## config.mk

```make
export PLATFORM = sky130hd
export DESIGN_NAME = ddr2_sdram_ex_lfsr_gen
export DESIGN_NICKNAME = d
export VERILOG_FILES = /design/src/rtl/ddr2_sdram_ex_lfsr_pkg.sv /design/src/rtl/ddr2_sdram_ex_lfsr_gen_step.sv /design/src/rtl/ddr2_sdram_ex_lfsr_gen.sv
export SDC_FILE = /design/constraint.sdc
export NUM_CORES = 1
export LEC_CHECK = 0
export BUFFER_PORTS_ARGS = -buffer_cell sky130_fd_sc_hd__buf_2
export CAP_MARGIN = 5
export CORE_MARGIN = 3
export CORE_UTILIZATION = 40
export CTS_CLUSTER_DIAMETER = 30
export DETAILED_ROUTE_END_ITERATION = 12
export PLACE_DENSITY = 0.9
export SLEW_MARGIN = 20
export SYNTH_ARGS = -nofsm -noshare
export SYNTH_HDL_FRONTEND = slang
export SYNTH_SLANG_ARGS = --single-unit
```

## constraint.sdc

```tcl
create_clock -name clk -period 2.17 [get_ports clk]
set_input_delay 0.651 -clock clk [delete_from_list [all_inputs] [get_ports clk]]
set_output_delay 0.651 -clock clk [all_outputs]
set_load 0.05 [all_outputs]
```

## src/rtl/ddr2_sdram_ex_lfsr_pkg.sv

```systemverilog
// Shared types and defaults for the DDR2 example LFSR generator/checker.
package ddr2_sdram_ex_lfsr_pkg;

  typedef enum logic {
    HUNT = 1'b0,
    LOCK = 1'b1
  } chk_state_e;

  localparam logic [63:0] DEFAULT_POLY = 64'h1D;
  localparam logic [63:0] DEFAULT_SEED = 64'h20;

endpackage

```

## src/rtl/ddr2_sdram_ex_lfsr_gen_step.sv

```systemverilog
// Combinational Galois LFSR advance: applies STEP single shifts in one cycle.
module ddr2_sdram_ex_lfsr_step #(
  parameter int          WIDTH = 8,
  parameter logic [63:0] POLY  = 64'h1D,
  parameter int          STEP  = 1
) (
  input  logic [WIDTH-1:0] cur,
  output logic [WIDTH-1:0] nxt
);

  // The MSB rotates into bit 0 and is XORed into every tap above bit 0.
  function automatic logic [WIDTH-1:0] shift1(input logic [WIDTH-1:0] c);
    logic [WIDTH-1:0] fb;
    fb = c[WIDTH-1] ? {POLY[WIDTH-1:1], 1'b0} : '0;
    return {c[WIDTH-2:0], c[WIDTH-1]} ^ fb;
  endfunction

  always_comb begin
    nxt = cur;
    for (int s = 0; s < STEP; s++) begin
      nxt = shift1(nxt);
    end
  end

endmodule

```

## src/rtl/ddr2_sdram_ex_lfsr_gen.sv

```systemverilog
// LFSR pattern generator with optional lock/error checker.
// Checker is compiled in only when DDR2_SDRAM_EX_LFSR_CHECK_EN is defined.
module ddr2_sdram_ex_lfsr_gen
  import ddr2_sdram_ex_lfsr_pkg::*;
#(
  parameter int          WIDTH     = 8,
  parameter logic [63:0] POLY      = DEFAULT_POLY,
  parameter logic [63:0] SEED      = DEFAULT_SEED,
  parameter int          STEP      = 1,
  parameter int          LOCK_CNT  = 4,
  parameter int          ERR_CNT_W = 16
) (
  input  logic                 clk,
  input  logic                 reset_n,
  input  logic                 enable,
  input  logic                 pause,
  input  logic                 load,
  input  logic [WIDTH-1:0]     ldata,
  output logic [WIDTH-1:0]     data,
  input  logic                 chk_valid,
  input  logic [WIDTH-1:0]     chk_data,
  input  logic                 clear_err,
  output logic                 locked,
  output logic                 err,
  output logic [ERR_CNT_W-1:0] err_count
);

  localparam logic [WIDTH-1:0] SEED_W = SEED[WIDTH-1:0];

  if (WIDTH < 4 || WIDTH > 64) begin : g_bad_width
    $error("WIDTH must be in 4..64");
  end
  if (SEED_W == '0) begin : g_bad_seed
    $error("SEED must be non-zero");
  end
  if (STEP < 1 || STEP > WIDTH) begin : g_bad_step
    $error("STEP must be in 1..WIDTH");
  end
  if (LOCK_CNT < 1) begin : g_bad_lock
    $error("LOCK_CNT must be at least 1");
  end

  // ---------------- generator ----------------
  logic [WIDTH-1:0] gen_next;

  ddr2_sdram_ex_lfsr_step #(
    .WIDTH (WIDTH),
    .POLY  (POLY),
    .STEP  (STEP)
  ) u_gen_step (
    .cur (data),
    .nxt (gen_next)
  );

  // A zero load is replaced by SEED so the lock-up state is unreachable.
  always_ff @(posedge clk or negedge reset_n) begin
    if (!reset_n) begin
      data <= SEED_W;
    end else if (!enable) begin
      data <= SEED_W;
    end else if (load) begin
      data <= (ldata == '0) ? SEED_W : ldata;
    end else if (!pause) begin
      data <= gen_next;
    end
  end

`ifdef DDR2_SDRAM_EX_LFSR_CHECK_EN
  // ---------------- checker ----------------
  localparam int CNT_W = $clog2(LOCK_CNT + 1);

  chk_state_e           state, state_nxt;
  logic [CNT_W-1:0]     match_cnt, match_nxt;
  logic [CNT_W-1:0]     miss_cnt, miss_nxt;
  logic [WIDTH-1:0]     expected, exp_nxt;
  logic [WIDTH-1:0]     step_src, step_res;
  logic                 err_q, err_nxt;
  logic [ERR_CNT_W-1:0] cnt_q, cnt_nxt;

  // HUNT re-seeds from the incoming word; LOCK free-runs on its own prediction.
  assign step_src = (state == HUNT) ? chk_data : expected;

  ddr2_sdram_ex_lfsr_step #(
    .WIDTH (WIDTH),
    .POLY  (POLY),
    .STEP  (STEP)
  ) u_chk_step (
    .cur (step_src),
    .nxt (step_res)
  );

  always_comb begin
    state_nxt = state;
    match_nxt = match_cnt;
    miss_nxt  = miss_cnt;
    exp_nxt   = expected;
    err_nxt   = 1'b0;
    cnt_nxt   = cnt_q;
    if (!enable) begin
      state_nxt = HUNT;
      match_nxt = '0;
      miss_nxt  = '0;
      exp_nxt   = SEED_W;
      cnt_nxt   = '0;
    end else begin
      if (chk_valid) begin
        exp_nxt = step_res;
        case (state)
          HUNT: begin
            if (chk_data == expected) begin
              if (match_cnt == CNT_W'(LOCK_CNT - 1)) begin
                state_nxt = LOCK;
                match_nxt = '0;
                miss_nxt  = '0;
              end else begin
                match_nxt = match_cnt + 1'b1;
              end
            end else begin
              match_nxt = '0;
            end
          end
          LOCK: begin
            if (chk_data != expected) begin
              err_nxt = 1'b1;
              if (!(&cnt_q)) cnt_nxt = cnt_q + 1'b1;
              if (miss_cnt == CNT_W'(LOCK_CNT - 1)) begin
                state_nxt = HUNT;
                miss_nxt  = '0;
                match_nxt = '0;
              end else begin
                miss_nxt = miss_cnt + 1'b1;
              end
            end else begin
              miss_nxt = '0;
            end
          end
          default: state_nxt = HUNT;
        endcase
      end
      if (clear_err) cnt_nxt = '0;
    end
  end

  always_ff @(posedge clk or negedge reset_n) begin
    if (!reset_n) begin
      state     <= HUNT;
      match_cnt <= '0;
      miss_cnt  <= '0;
      expected  <= SEED_W;
      err_q     <= 1'b0;
      cnt_q     <= '0;
    end else begin
      state     <= state_nxt;
      match_cnt <= match_nxt;
      miss_cnt  <= miss_nxt;
      expected  <= exp_nxt;
      err_q     <= err_nxt;
      cnt_q     <= cnt_nxt;
    end
  end

  assign locked    = (state == LOCK);
  assign err       = err_q;
  assign err_count = cnt_q;
`else
  logic unused_chk;
  assign unused_chk = ^{chk_valid, chk_data, clear_err};
  assign locked     = 1'b0;
  assign err        = 1'b0;
  assign err_count  = '0;
`endif

endmodule

```

==> flow_metrics.tcl <==
set metrics [dict create \
    crit_chain "buf_2" \
    max_stage_delay_ns 0.48 \
    hold_class "in2async" \
    end_kind "output pin" \
    drc 0 \
    cts_resized 0 \
    antenna_left 0 \
    cts_max_level 1 \
    path_class "reg2out" \
    top_regs "data: 8 flops" \
    critPathRequiredTime_ns 1.52 \
    post-cts-setup-buffer-count 0 \
    fp-row-count 13 \
    peakVddDrop_uv 358 \
    num_vias 454 \
    path_buf_inv 1 \
    drtIter0Drc 4 \
    first_pass_iters 3 \
    crit_slowest_cell "dfrtp_1" \
    ys_ff_latch 8 \
    start_kind "flop" \
    io_buffers 20 \
    clock_latency_ns 0.26 \
    avgSynthCellArea_um2 8.74 \
    numCtsBuffers 3 \
    ios 49 \
    hold_slack_ns 0.217 \
    regMostFlops "data" \
    routed_via_density 4.37 \
    antenna_found_initial 0 \
    overflow 0 \
    dpl.hpwl_um 875 \
    diodes 0 \
    initial_core_util_pct 44.0 \
    mostFrequentLayoutCell "buf_2" \
    clockBufferDepth 2 \
    slew_violations 0 \
    fillers 138 \
    cts_sinks 8 \
    largest_reg_flops 8 \
    core_um2 1350 \
    dieArea_um2 1980 \
    wl_per_cell_um 10.6 \
    layout-drive-gt1-share_pct 27.0 \
    tns_ns 0 \
    path_max_fanout 6 \
    grt_pass1_wl_um 1720 \
    grt.total_usage_pct 12.7 \
    grt_pass1_vias 405 \
    synth_area_um2 594 \
    fmax_ghz 0.588 \
    fin_skew_ns 0.0103 \
    grt_max_degree 15 \
    synth_seq_area_share_pct 33.9 \
    rsz0062_at_grt "no" \
    area_delta_synth_final_pct 10.3 \
    synthDistinctLibCells 19 \
    period_minus_slack_ns 1.70 \
    synthCells 68 \
    place_congestion 0.775 \
    die_w_um 44.5 \
    holdBufCountCts 0 \
    power.density_nw_per_um2 708 \
    cpLargestDelayFamily "flip-flops" \
    nets 113 \
    cts_tree "built" \
    final_cell_mix "20 x buf_2, 18 x conb_1, 7 x dfrtp_1" \
    hold_viol_final 0 \
    setup_viol 0 \
    drv_cap 0 \
    arrival_ns 1.05 \
    path_clk_slew_ns 0.06 \
    die_h_um 44.5 \
    drt_wl_total_um 1100 \
    leakage_uw 0.000366 \
    root_buffer "clkbuf_4" \
    run_status "complete, no violations" \
    finalCritPeriodShare_pct 78.4 \
    yosysWarnings 0 \
]
==> stage by stage <==
step | cell area, µm² | cells | power, µW | setup slack, ns | util (%)
final | 656 | 104 | 464 | 0.469 | 48.6
after global routing | 656 | 104 | 494 | 0.411 | 48.6
after CTS | 656 | 104 | 471 | 0.454 | 48.6
after detailed placement | 629 | 100 | 341 | 0.718 | 46.6
after global placement | 629 | 100 | 338 | 0.743 | 46.6
after floorplan | 658 | 85 | 334 | 0.825 | -
==> Yosys cell counts (all sizes together) <==
cell	count	area share (%)
nand2b	2	2.1
xor2	3	4.4
a21oi	1	0.84
buf	20	25
nand2	4	2.5
nor2	3	1.9
conb	1	0.63
a211oi	1	1.3
nor3	1	0.84
nor2b	4	4.2
dfrtp	7	29
nor4	1	1.1
nand3	3	2.5
mux2i	4	6.7
and2	4	4.2
dfstp	1	4.4
o21ai	5	4.2
o31ai	3	3.8
==> final timing paths <==
kind                         start      end  slack (ns)  depth (start not counted)
max in group asynchronous  reset_n  data[5]        1.70                          1
min in group clk           data[4]  data[4]        0.62                          2
setup reg to reg           data[7]  data[2]        1.12                          3
hold reg to reg            data[4]  data[4]        0.62                          2
setup / recovery           data[7]  data[7]        0.47                          1
hold / removal             reset_n  data[3]        0.22                          1
==> power by group <==
part | internal, µW | leakage (µW) | switching (µW)
clock | 70.7 | 0.0000150 | 55.6
combinational | 32.9 | 0.000248 | 136
sequential | 160 | 0.000103 | 9.39
==> final cells by class <==
| cell class | instances | area, µm² | area share [%] |
|---|---|---|---|
| clock buffers | 4 | 26.3 | 4.01 |
| well taps | 15 | 18.8 | 2.86 |
| repair buffers | 20 | 100 | 15.3 |
| multi-input cells | 57 | 309 | 47.1 |
| flip-flops and latches | 8 | 201 | 30.7 |
==> per-layer routing <==
layer | share of wire, % | vias up | GRT usage (%)
li1 | - | 230 | -
met2 | 43 | 29 | 17.5
met5 | 0 | - | 0
met4 | 2.7 | 0 | 10.8
met1 | 42 | 192 | 15.2
met3 | 13 | 3 | 4.88
==> cell families after synthesis <==
group | synth area share, %
mux | 6.74
other cells | 0.631
xor+xnor | 4.42
compound gates | 10.1
flops | 33.9
simple gates | 19.4
buf+inv | 24.8
Note: power is estimated with default switching activity, not from simulation.
